<file path="config.mk">
export PLATFORM = sky130hd
export DESIGN_NAME = ch_fifo_wr_arbiter
export DESIGN_NICKNAME = d
export VERILOG_FILES = /design/src/rtl/ch_fifo_wr_arbiter.sv
export SDC_FILE = /design/constraint.sdc
export NUM_CORES = 1
export LEC_CHECK = 0
export ABC_AREA = 1
export BUFFER_PORTS_ARGS = -buffer_cell sky130_fd_sc_hd__buf_2
export CORE_ASPECT_RATIO = 1.75
export CORE_MARGIN = 3
export CORE_UTILIZATION = 60
export DETAILED_ROUTE_END_ITERATION = 8
export GPL_TIMING_DRIVEN = 1
export PLACE_DENSITY_LB_ADDON = 0.1
export SKIP_CTS_REPAIR_TIMING = 1
export SLEW_MARGIN = 20
export SYNTH_ARGS = -nofsm -noshare
export SYNTH_HDL_FRONTEND = slang
export SYNTH_SLANG_ARGS = --single-unit
</file>
<file path="constraint.sdc">
create_clock -name ch_wrclk -period 4.86 [get_ports ch_wrclk]
set_clock_uncertainty 0.2 [all_clocks]
set_input_delay 0.486 -clock ch_wrclk [delete_from_list [all_inputs] [get_ports ch_wrclk]]
set_output_delay 0.486 -clock ch_wrclk [all_outputs]
set_load 0.03 [all_outputs]
</file>
<file path="src/rtl/ch_fifo_wr_arbiter.sv">
// ch_fifo_wr_arbiter
//   Four-channel write-side scheduler in front of the shared acquisition
//   DCFIFO. Each channel's sparse sample strobes are buffered in a small
//   holding queue. The queues are round-robin arbitrated onto the single
//   DCFIFO write port. Every word is tagged with its channel ID and a
//   per-channel sequence number, so the reader can detect dropped samples
//   from gaps in the sequence. Everything runs on ch_wrclk; the DCFIFO
//   itself performs the crossing to the read clock.
//
// Ports
//   ch_wrclk    in   write-domain clock, rising edge
//   rst_n       in   asynchronous active-low reset
//   en          in   1 = accept samples, 0 = stop accepting, drain, go idle
//   ch_wrreq    in   [3:0] per-channel sample strobe
//   ch_data     in   [4*DW-1:0] channel i data at [i*DW +: DW]
//   fifo_full   in   DCFIFO wrfull / almost-full, blocks grants
//   clr_stat    in   clears ovf_flag and drop_cnt
//   fifo_wrreq  out  DCFIFO write strobe
//   fifo_data   out  [DW+7:0] {ch_id[1:0], seq[5:0], data[DW-1:0]}
//   ovf_flag    out  [3:0] sticky per-channel overflow
//   drop_cnt    out  [CNT_W-1:0] saturating count of dropped samples
//   busy        out  high while in RUN or DRAIN

module ch_fifo_wr_arbiter #(
  parameter int DW         = 32,
  parameter int HOLD_DEPTH = 4,
  parameter int CNT_W      = 16
) (
  input  logic              ch_wrclk,
  input  logic              rst_n,
  input  logic              en,
  input  logic [3:0]        ch_wrreq,
  input  logic [4*DW-1:0]   ch_data,
  input  logic              fifo_full,
  input  logic              clr_stat,
  output logic              fifo_wrreq,
  output logic [DW+7:0]     fifo_data,
  output logic [3:0]        ovf_flag,
  output logic [CNT_W-1:0]  drop_cnt,
  output logic              busy
);

  // Queue pointers wrap naturally because HOLD_DEPTH is a power of two.
  // The occupancy counter needs one extra bit to represent "full".
  localparam int AW = (HOLD_DEPTH > 1) ? $clog2(HOLD_DEPTH) : 1;
  localparam int EW = DW + 6;
  localparam logic [AW:0] CNT_FULL = (AW + 1)'(HOLD_DEPTH);

  typedef enum logic [1:0] {
    ST_IDLE,
    ST_RUN,
    ST_DRAIN
  } state_t;

  state_t state;
  state_t state_nxt;

  // Holding queues: each entry is {seq, data}; channel ID is implied by
  // the queue index and is added when the word is sent.
  logic [3:0][HOLD_DEPTH-1:0][EW-1:0] q_mem;
  logic [3:0][AW-1:0]                 q_wr_ptr;
  logic [3:0][AW-1:0]                 q_rd_ptr;
  logic [3:0][AW:0]                   q_cnt;
  logic [3:0][5:0]                    seq;
  logic [1:0]                         rr;

  logic [3:0]       q_nonempty;
  logic [3:0]       q_pop;
  logic [3:0]       push_try;
  logic [3:0]       push_ok;
  logic [3:0]       push_drop;
  logic             grant_vld;
  logic [1:0]       grant_id;
  logic [1:0]       cand;
  logic [EW-1:0]    head_entry;
  logic [2:0]       drop_num;
  logic [CNT_W-1:0] drop_base;
  logic [CNT_W:0]   drop_sum;
  logic [CNT_W-1:0] drop_cnt_nxt;
  logic [3:0]       ovf_nxt;

  // State register.
  always_ff @(posedge ch_wrclk or negedge rst_n) begin
    if (!rst_n) begin
      state <= ST_IDLE;
    end else begin
      state <= state_nxt;
    end
  end

  // Next-state logic. DRAIN keeps granting until every queue is empty;
  // re-enabling while draining goes straight back to RUN.
  always_comb begin
    state_nxt = state;
    case (state)
      ST_IDLE: begin
        if (en) state_nxt = ST_RUN;
      end
      ST_RUN: begin
        if (!en) state_nxt = ST_DRAIN;
      end
      ST_DRAIN: begin
        if (en)                state_nxt = ST_RUN;
        else if (~|q_nonempty) state_nxt = ST_IDLE;
      end
      default: state_nxt = ST_IDLE;
    endcase
  end

  assign busy = (state != ST_IDLE);

  // Round-robin grant: search from rr+1 upward, wrapping 3->0, so the
  // channel served last has lowest priority next time. No grant while the
  // DCFIFO reports full or while idle.
  always_comb begin
    grant_vld = 1'b0;
    grant_id  = rr;
    cand      = rr;
    for (int k = 1; k <= 4; k++) begin
      cand = rr + 2'(k);
      if (!grant_vld && q_nonempty[cand]) begin
        grant_vld = 1'b1;
        grant_id  = cand;
      end
    end
    if (state == ST_IDLE || fifo_full) begin
      grant_vld = 1'b0;
    end
  end

  // Per-channel push/pop decisions. A full queue that is being popped in
  // the same cycle still has room, so the push is accepted.
  always_comb begin
    q_nonempty = '0;
    q_pop      = '0;
    push_try   = '0;
    push_ok    = '0;
    push_drop  = '0;
    for (int i = 0; i < 4; i++) begin
      q_nonempty[i] = (q_cnt[i] != '0);
      q_pop[i]      = grant_vld && (grant_id == 2'(i));
      push_try[i]   = (state == ST_RUN) && ch_wrreq[i];
      push_ok[i]    = push_try[i] && ((q_cnt[i] != CNT_FULL) || q_pop[i]);
      push_drop[i]  = push_try[i] && !push_ok[i];
    end
  end

  assign head_entry = q_mem[grant_id][q_rd_ptr[grant_id]];

  // Queue bookkeeping and sequence counters. The sequence advances on
  // every attempted push, accepted or not, so drops leave visible gaps.
  always_ff @(posedge ch_wrclk or negedge rst_n) begin
    if (!rst_n) begin
      q_wr_ptr <= '0;
      q_rd_ptr <= '0;
      q_cnt    <= '0;
      seq      <= '0;
    end else begin
      for (int i = 0; i < 4; i++) begin
        if (push_try[i]) seq[i] <= seq[i] + 6'd1;
        if (push_ok[i])  q_wr_ptr[i] <= q_wr_ptr[i] + 1'b1;
        if (q_pop[i])    q_rd_ptr[i] <= q_rd_ptr[i] + 1'b1;
        case ({push_ok[i], q_pop[i]})
          2'b10:   q_cnt[i] <= q_cnt[i] + 1'b1;
          2'b01:   q_cnt[i] <= q_cnt[i] - 1'b1;
          default: q_cnt[i] <= q_cnt[i];
        endcase
      end
    end
  end

  // Queue storage. Contents need no reset: flushing the pointers and
  // counts on reset is enough to discard buffered samples.
  always_ff @(posedge ch_wrclk) begin
    for (int i = 0; i < 4; i++) begin
      if (push_ok[i]) begin
        q_mem[i][q_wr_ptr[i]] <= {seq[i], ch_data[i*DW +: DW]};
      end
    end
  end

  // DCFIFO write port. fifo_data holds its last value between writes.
  always_ff @(posedge ch_wrclk or negedge rst_n) begin
    if (!rst_n) begin
      fifo_wrreq <= 1'b0;
      fifo_data  <= '0;
      rr         <= 2'd3;
    end else begin
      fifo_wrreq <= grant_vld;
      if (grant_vld) begin
        fifo_data <= {grant_id, head_entry};
        rr        <= grant_id;
      end
    end
  end

  // Drop statistics. A clear and a drop in the same cycle: the clear
  // wipes the old totals, then this cycle's drops are applied on top.
  always_comb begin
    drop_num = '0;
    for (int i = 0; i < 4; i++) begin
      drop_num = drop_num + {2'b00, push_drop[i]};
    end
    drop_base    = clr_stat ? '0 : drop_cnt;
    drop_sum     = {1'b0, drop_base} + (CNT_W + 1)'(drop_num);
    drop_cnt_nxt = drop_sum[CNT_W] ? '1 : drop_sum[CNT_W-1:0];
    ovf_nxt      = (clr_stat ? 4'b0000 : ovf_flag) | push_drop;
  end

  always_ff @(posedge ch_wrclk or negedge rst_n) begin
    if (!rst_n) begin
      ovf_flag <= '0;
      drop_cnt <= '0;
    end else begin
      ovf_flag <= ovf_nxt;
      drop_cnt <= drop_cnt_nxt;
    end
  end

endmodule
</file>
=== After elaboration in Yosys (flattened, before gate mapping) ===
Cells that the tools add are included.

* Bits in registers: 725
* Input bits: 137
* Output and inout bits: 62
* Logic and storage cells: 195

* Add/sub/neg operators: 27
* Order comparisons: 14
* Equal/unequal tests: 20
* Muxes and demuxes: 47
* Bitwise logic cells: 1
* Reduce and logical (&&, ||, !) cells: 48

{| class="wikitable"
|+ Operators by type and width
! operator !! count
|-
| $bwmux W152 || 4
|-
| $bmux W152 S2 || 1
|-
| $demux W38 S2 || 4
|-
| $mux W38 || 5
|-
| $mux W152 || 1
|-
| $bmux W38 S2 || 1
|-
| $mux W16 || 2
|-
| $lt A2 B3 Y1 const B || 10
|-
| $add A6 B1 Y6 const B || 4
|-
| $pmux W3 S2 || 4
|-
| $logic_and A1 B1 Y1 || 23
|-
| $add A2 B1 Y2 const B || 9
|-
| $mux W2 || 9
|-
| $add A16 B3 Y17 || 1
|-
| $ne A3 B3 Y1 const B || 5
|-
| $eq A2 B2 Y1 const B || 7
|-
| $add A3 B1 Y3 const B || 4
|-
| $eq A2 B1 Y1 const B || 6
|-
| $reduce_bool A3 Y1 || 4
|-
| $sub A3 B1 Y3 const B || 4
|-
| $reduce_bool A2 Y1 || 5
|-
| $mux W1 || 9
|-
| $bmux W1 S2 || 4
|-
| $ge A2 B1 Y1 const B || 4
|-
| other kinds (14) || 27
|}

=== Logic depth before layout (Yosys ltp) ===
* Depth in word-level cells: 24
* Depth in mapped cells: 28
* Mapped depth without buffers: 26

=== Worst setup path after synthesis ===
No wires, ideal clock.

* Path kind: register to register
* From: register rr[0]
* To: register drop_cnt[10]
* Library setup time: 69 ps
* Arrival time: 4,243 ps
* Data required time: 4,591 ps
* Setup slack: 348 ps
* Cell stages (with the launch flop): 29
* Buffers on the path: 5
* Period minus slack after synthesis: 4,512 ps
* Path through: dfstp_2 -> buf_6 -> inv_6 -> nand2_1 -> nand2_2 -> nand3_1 -> nand2_2 -> nand2_2 -> nand2_1 -> nand2_2 -> nand2_2 -> buf_6 -> buf_6 -> buf_6 -> nand2_2 -> nand4_1 -> fa_1 -> inv_1 -> fa_1 -> fa_1 -> nand2_1 -> nor2_1 -> nand3_1 -> nor4_4 -> nand4_1 -> nor3_2 -> nand4_2 -> buf_2 -> nand3_1

* Word-level cells in the longest chain between the ends: 24
* Elaborated cells on any way between the ends: 55
* Classes of those cells: 7 x add/sub; 3 x eq/ne; 18 x mux; 27 x reduce/logical

{| class="wikitable"
|+ Ends and longest elaborated chain
! element !! line !! RTL
|-
| start, declared || 65 || <nowiki>logic [1:0] rr;</nowiki>
|-
| start signal, assigned || 192 || <nowiki>rr <= grant_id;</nowiki>
|-
| $add A2 B1 Y2 || 120 || <nowiki>cand = rr + 2'(k);</nowiki>
|-
| $bmux W1 S2 || 121 || <nowiki>if (!grant_vld && q_nonempty[cand]) begin</nowiki>
|-
| $mux W1 (not written as such) || 121 ||
|-
| $mux W1 || 121 ||
|-
| $logic_not A1 Y1 || 121 ||
|-
| $logic_and A1 B1 Y1 || 121 ||
|-
| $mux W1 || 121 ||
|-
| $logic_not A1 Y1 || 121 ||
|-
| [... 9 more ...] || - ||
|-
| $logic_not A1 Y1 || 144 || <nowiki>push_drop[i] = push_try[i] && !push_ok[i];</nowiki>
|-
| $logic_and A1 B1 Y1 || 144 ||
|-
| $add A1 B1 Y2 || 202 || <nowiki>drop_num = drop_num + {2'b00, push_drop[i]};</nowiki>
|-
| $add A2 B1 Y3 || 202 ||
|-
| $add A3 B1 Y3 (*) || 202 ||
|-
| $add A16 B3 Y17 (*) || 205 || <nowiki>drop_sum = {1'b0, drop_base} + (CNT_W + 1)'(drop_num);</nowiki>
|-
| $mux W16 (*) || 206 || <nowiki>drop_cnt_nxt = drop_sum[CNT_W] ? '1 : drop_sum[CNT_W-1:0];</nowiki>
|-
| named net drop_cnt_nxt[10] || 79 || <nowiki>logic [CNT_W-1:0] drop_cnt_nxt;</nowiki>
|-
| end signal, assigned || 216 || <nowiki>drop_cnt <= drop_cnt_nxt;</nowiki>
|-
| end, declared || 39 || <nowiki>output logic [CNT_W-1:0] drop_cnt,</nowiki>
|}

The timed path passes the listed nets; every way through them passes the cells marked *. The select of a mux whose other input is x is not followed.
A chain may end at the register's enable or synchronous reset.

=== Worst setup path in the final report ===
* From: register rr[0]
* To: register drop_cnt[7]

Same word-level chain as after synthesis.

==> flow_metrics.tcl <==
set metrics [dict create \
    peakVddDrop_uv 1970 \
    synth_seq_cells 725 \
    gr-total-overflow 0 \
    syn-num-nets 2938 \
    cap_violations 0 \
    cts_buffers 60 \
    post-dp-hpwl_um 46600 \
    pwr-share-comb 0.519 \
    cts_tree "done" \
    place_inst 3524 \
    synthArstFlopShare 0.161 \
    nets 3245 \
    min-delay-start "ch_wrreq[1]" \
    drc 0 \
    grt_max_degree 271 \
    clkPwrFrac 0.189 \
    rsz0062_at_grt "true" \
    start_util 0.607 \
    first_global_vias 22100 \
    synthCells 2769 \
    num-fill-cells 3508 \
    post_dp_cell_area_um2 32300 \
    startpoint "rr[0]" \
    drt_pass1_iterations 6 \
    pin_count 199 \
    end_kind "register" \
    crit_required_ps 5210 \
    drive_gt1_frac 0.151 \
    grt_antenna_before_repair 1 \
    wl_per_cell_um 22.7 \
    fin_setup_tns_ps -287 \
    clock_path_buffers 3 \
    worst_slew_pin_slew_ps 1060 \
    synth_edf_count 608 \
    status "complete, but fails checks" \
    die_y_um 305 \
    multiInputGateArea_um2 8730 \
    regArea_um2 21200 \
    viasPerCell 5.92 \
    finalCriticalPeriod_ps 4920 \
    worst_setup_path_start_kind "register" \
    path_clk_slew_ps 70 \
    power_density_nw_per_um2 766 \
    final_cells 3796 \
    port_buffers 198 \
    p_leak_nw 14.8 \
    rr_endpoint "drop_cnt[7]" \
    synth_area_leader_cell "edfxtp_1" \
    clkLatencyLatePin_ps 620 \
    area_growth_syn_to_layout_pct 18.0 \
    ant_nets 0 \
    die_w_um 177 \
    netlist_area_um2 30700 \
    cts.root.buffer_cell "clkbuf_16" \
    ff2ff_path_depth 25 \
    synth_ff_type "edfxtp_1" \
    yosys-top-cells-count "1,014 x nand2_1, 608 x edfxtp_1, 585 x nand3_1" \
    yosysSeqAreaShare 0.690 \
    hold_depth 4 \
    setup_viol 9 \
    cp.arrival_ps 5270 \
    rr_startpoint "rr[0]" \
    seqPwrFrac 0.292 \
    swShare 0.463 \
    core_region_area_um2 50600 \
    drt_iter0_markers 2422 \
    synth_most_common_cell "nand2_1" \
    criticalPathCategory "reg2reg" \
    synth_cell_types 36 \
    violations "setup timing" \
    gp_congestion 0.837 \
    rows 109 \
    postLayoutCellArea_um2 36200 \
    period_share 1.01 \
    setup_ws_ps -60.2 \
    regToRegSetupSlack_ps -60 \
    clock_sinks 725 \
    p_switching_mw 12.9 \
    synth_top_cell_area_share 0.594 \
    crit_end "drop_cnt[7]" \
    crit_fanout 7 \
    relSlewSlack 0.291 \
    grt_pass1_wl_um 126000 \
    grtUsageTotal 0.311 \
    die_area_um2 54100 \
    ys_warn_count 0 \
    p_int_mw 14.9 \
    synth.avg_cell_area_um2 11.1 \
    finalHoldViolCount 0 \
    vias 22500 \
    wl_um 86200 \
    synth_area_leaders "edfxtp_1 59%, nand2_1 12%, nand3_1 9.5%" \
    maxSlewViolCount 0 \
    hold_path.class "in2reg" \
    htreeDepth 2 \
    max_freq_mhz 203 \
]
metrics by stage:
| step | hold slack, ps | util | worst slack [ps] | total power, mW |
|---|---|---|---|---|
| finish | 41.4 | 0.716 | -60.2 | 27.8 |
| global route | 77.7 | 0.716 | -313 | 29.5 |
| CTS | -348 | 0.681 | -236 | 27.3 |
| detailed placement | 258 | 0.637 | -252 | 22.0 |
| global placement | 253 | 0.637 | -58.7 | 21.6 |
| floorplan | -9.59 | - | 348 | 18.4 |
registers in the layout, summed over array words and instances (netlist names):
register,count
drop_cnt,16
fifo_data,40
fifo_wrreq,1
ovf_flag,4
q_cnt,12
q_mem,608
q_rd_ptr,8
q_wr_ptr,8
rr,2
seq,24
state,2
routing by layer:
layer / GRT usage / share of wire / wire [um] / vias to the layer above
met4: 0.154 / 0.051 / 4410 / 2
met1: 0.389 / 0.36 / 30800 / 10800
met3: 0.0469 / 0.091 / 7820 / 290
met5: 0 / 0.00015 / 13 / -
met2: 0.529 / 0.50 / 43200 / 1263
li1: - / - / - / 10100
final cells by class:
class | count | share of cell area
flip-flops and latches | 725 | 0.585
multi-input cells | 1805 | 0.241
repair buffers | 398 | 0.0824
clock buffers | 71 | 0.0451
well taps | 666 | 0.0230
clock inverters | 43 | 0.0150
inverters | 85 | 0.00894
repair inverters | 1 | 0.000138
diodes | 2 | 0.000138
power by group through the flow:
stage          registers (mW)  logic, mW  clock network, mW
6_report                 8.11       14.4               5.25
4_1_cts                  8.10       13.9               5.30
3_3_place_gp             8.19       13.4                  0
3_5_place_dp             8.23       13.8                  0
2_1_floorplan            8.42       9.93                  0
5_1_grt                  8.18       15.8               5.54
critical path, cell delays in order, from the launching register on:
cell	delay (ps)
dfstp_2	650
buf_6	140
nand3_4	100
nand2_2	90
nand2_2	70
nand2_4	120
nand2_2	70
nand2_2	70
nand3_2	80
nand2_4	100
nor2_4	50
nand2_2	80
nand4_1	150
fa_1	520
inv_1	90
fa_2	230
fa_2	230
nand2_2	70
nor2_4	140
nand3_4	100
nor4_4	370
nand4_1	240
nor3_4	370
buf_6	160
nand4_4	180
nand2_1	150
placed cells by master, fill, tap and decap left out, types with 3 or more instances in the layout:
cell	instances
inv_1	80
nor3_1	3
clkbuf_1	4
clkbuf_16	62
dfrtp_1	115
nand3_1	567
xnor2_1	19
inv_2	4
o21ai_0	11
nand3_4	8
clkinv_2	14
nand2_1	993
nor2_4	23
buf_12	10
clkinvlp_4	6
clkbuf_8	5
a21oi_1	14
nand2_2	26
dlygate4sd3_1	130
inv_6	3
xor2_1	22
ha_1	25
nor2_1	38
nand4_1	7
clkinv_1	8
fa_1	5
nand2_4	10
bufinv_16	12
buf_4	54
edfxtp_1	608
buf_6	6
buf_2	197
nand3_2	14
cells by family after synthesis:
kind of cell / synth area share
simple gates: 0.237
buf+inv: 0.0415
flops: 0.690
compound gates: 0.00558
xor+xnor: 0.0117
fa+ha+maj: 0.0147
worst min-delay path by stage:
stage / slack (ps) / endpoint
after floorplan: -10 / drop_cnt[0]
after global placement: 250 / fifo_data[38]
after detailed placement: 260 / q_rd_ptr[1]
after CTS: -350 / drop_cnt[13]
after global routing: 80 / seq[1]
final: 40 / seq[7]
No activity file was read; power rests on OpenSTA's default activity.
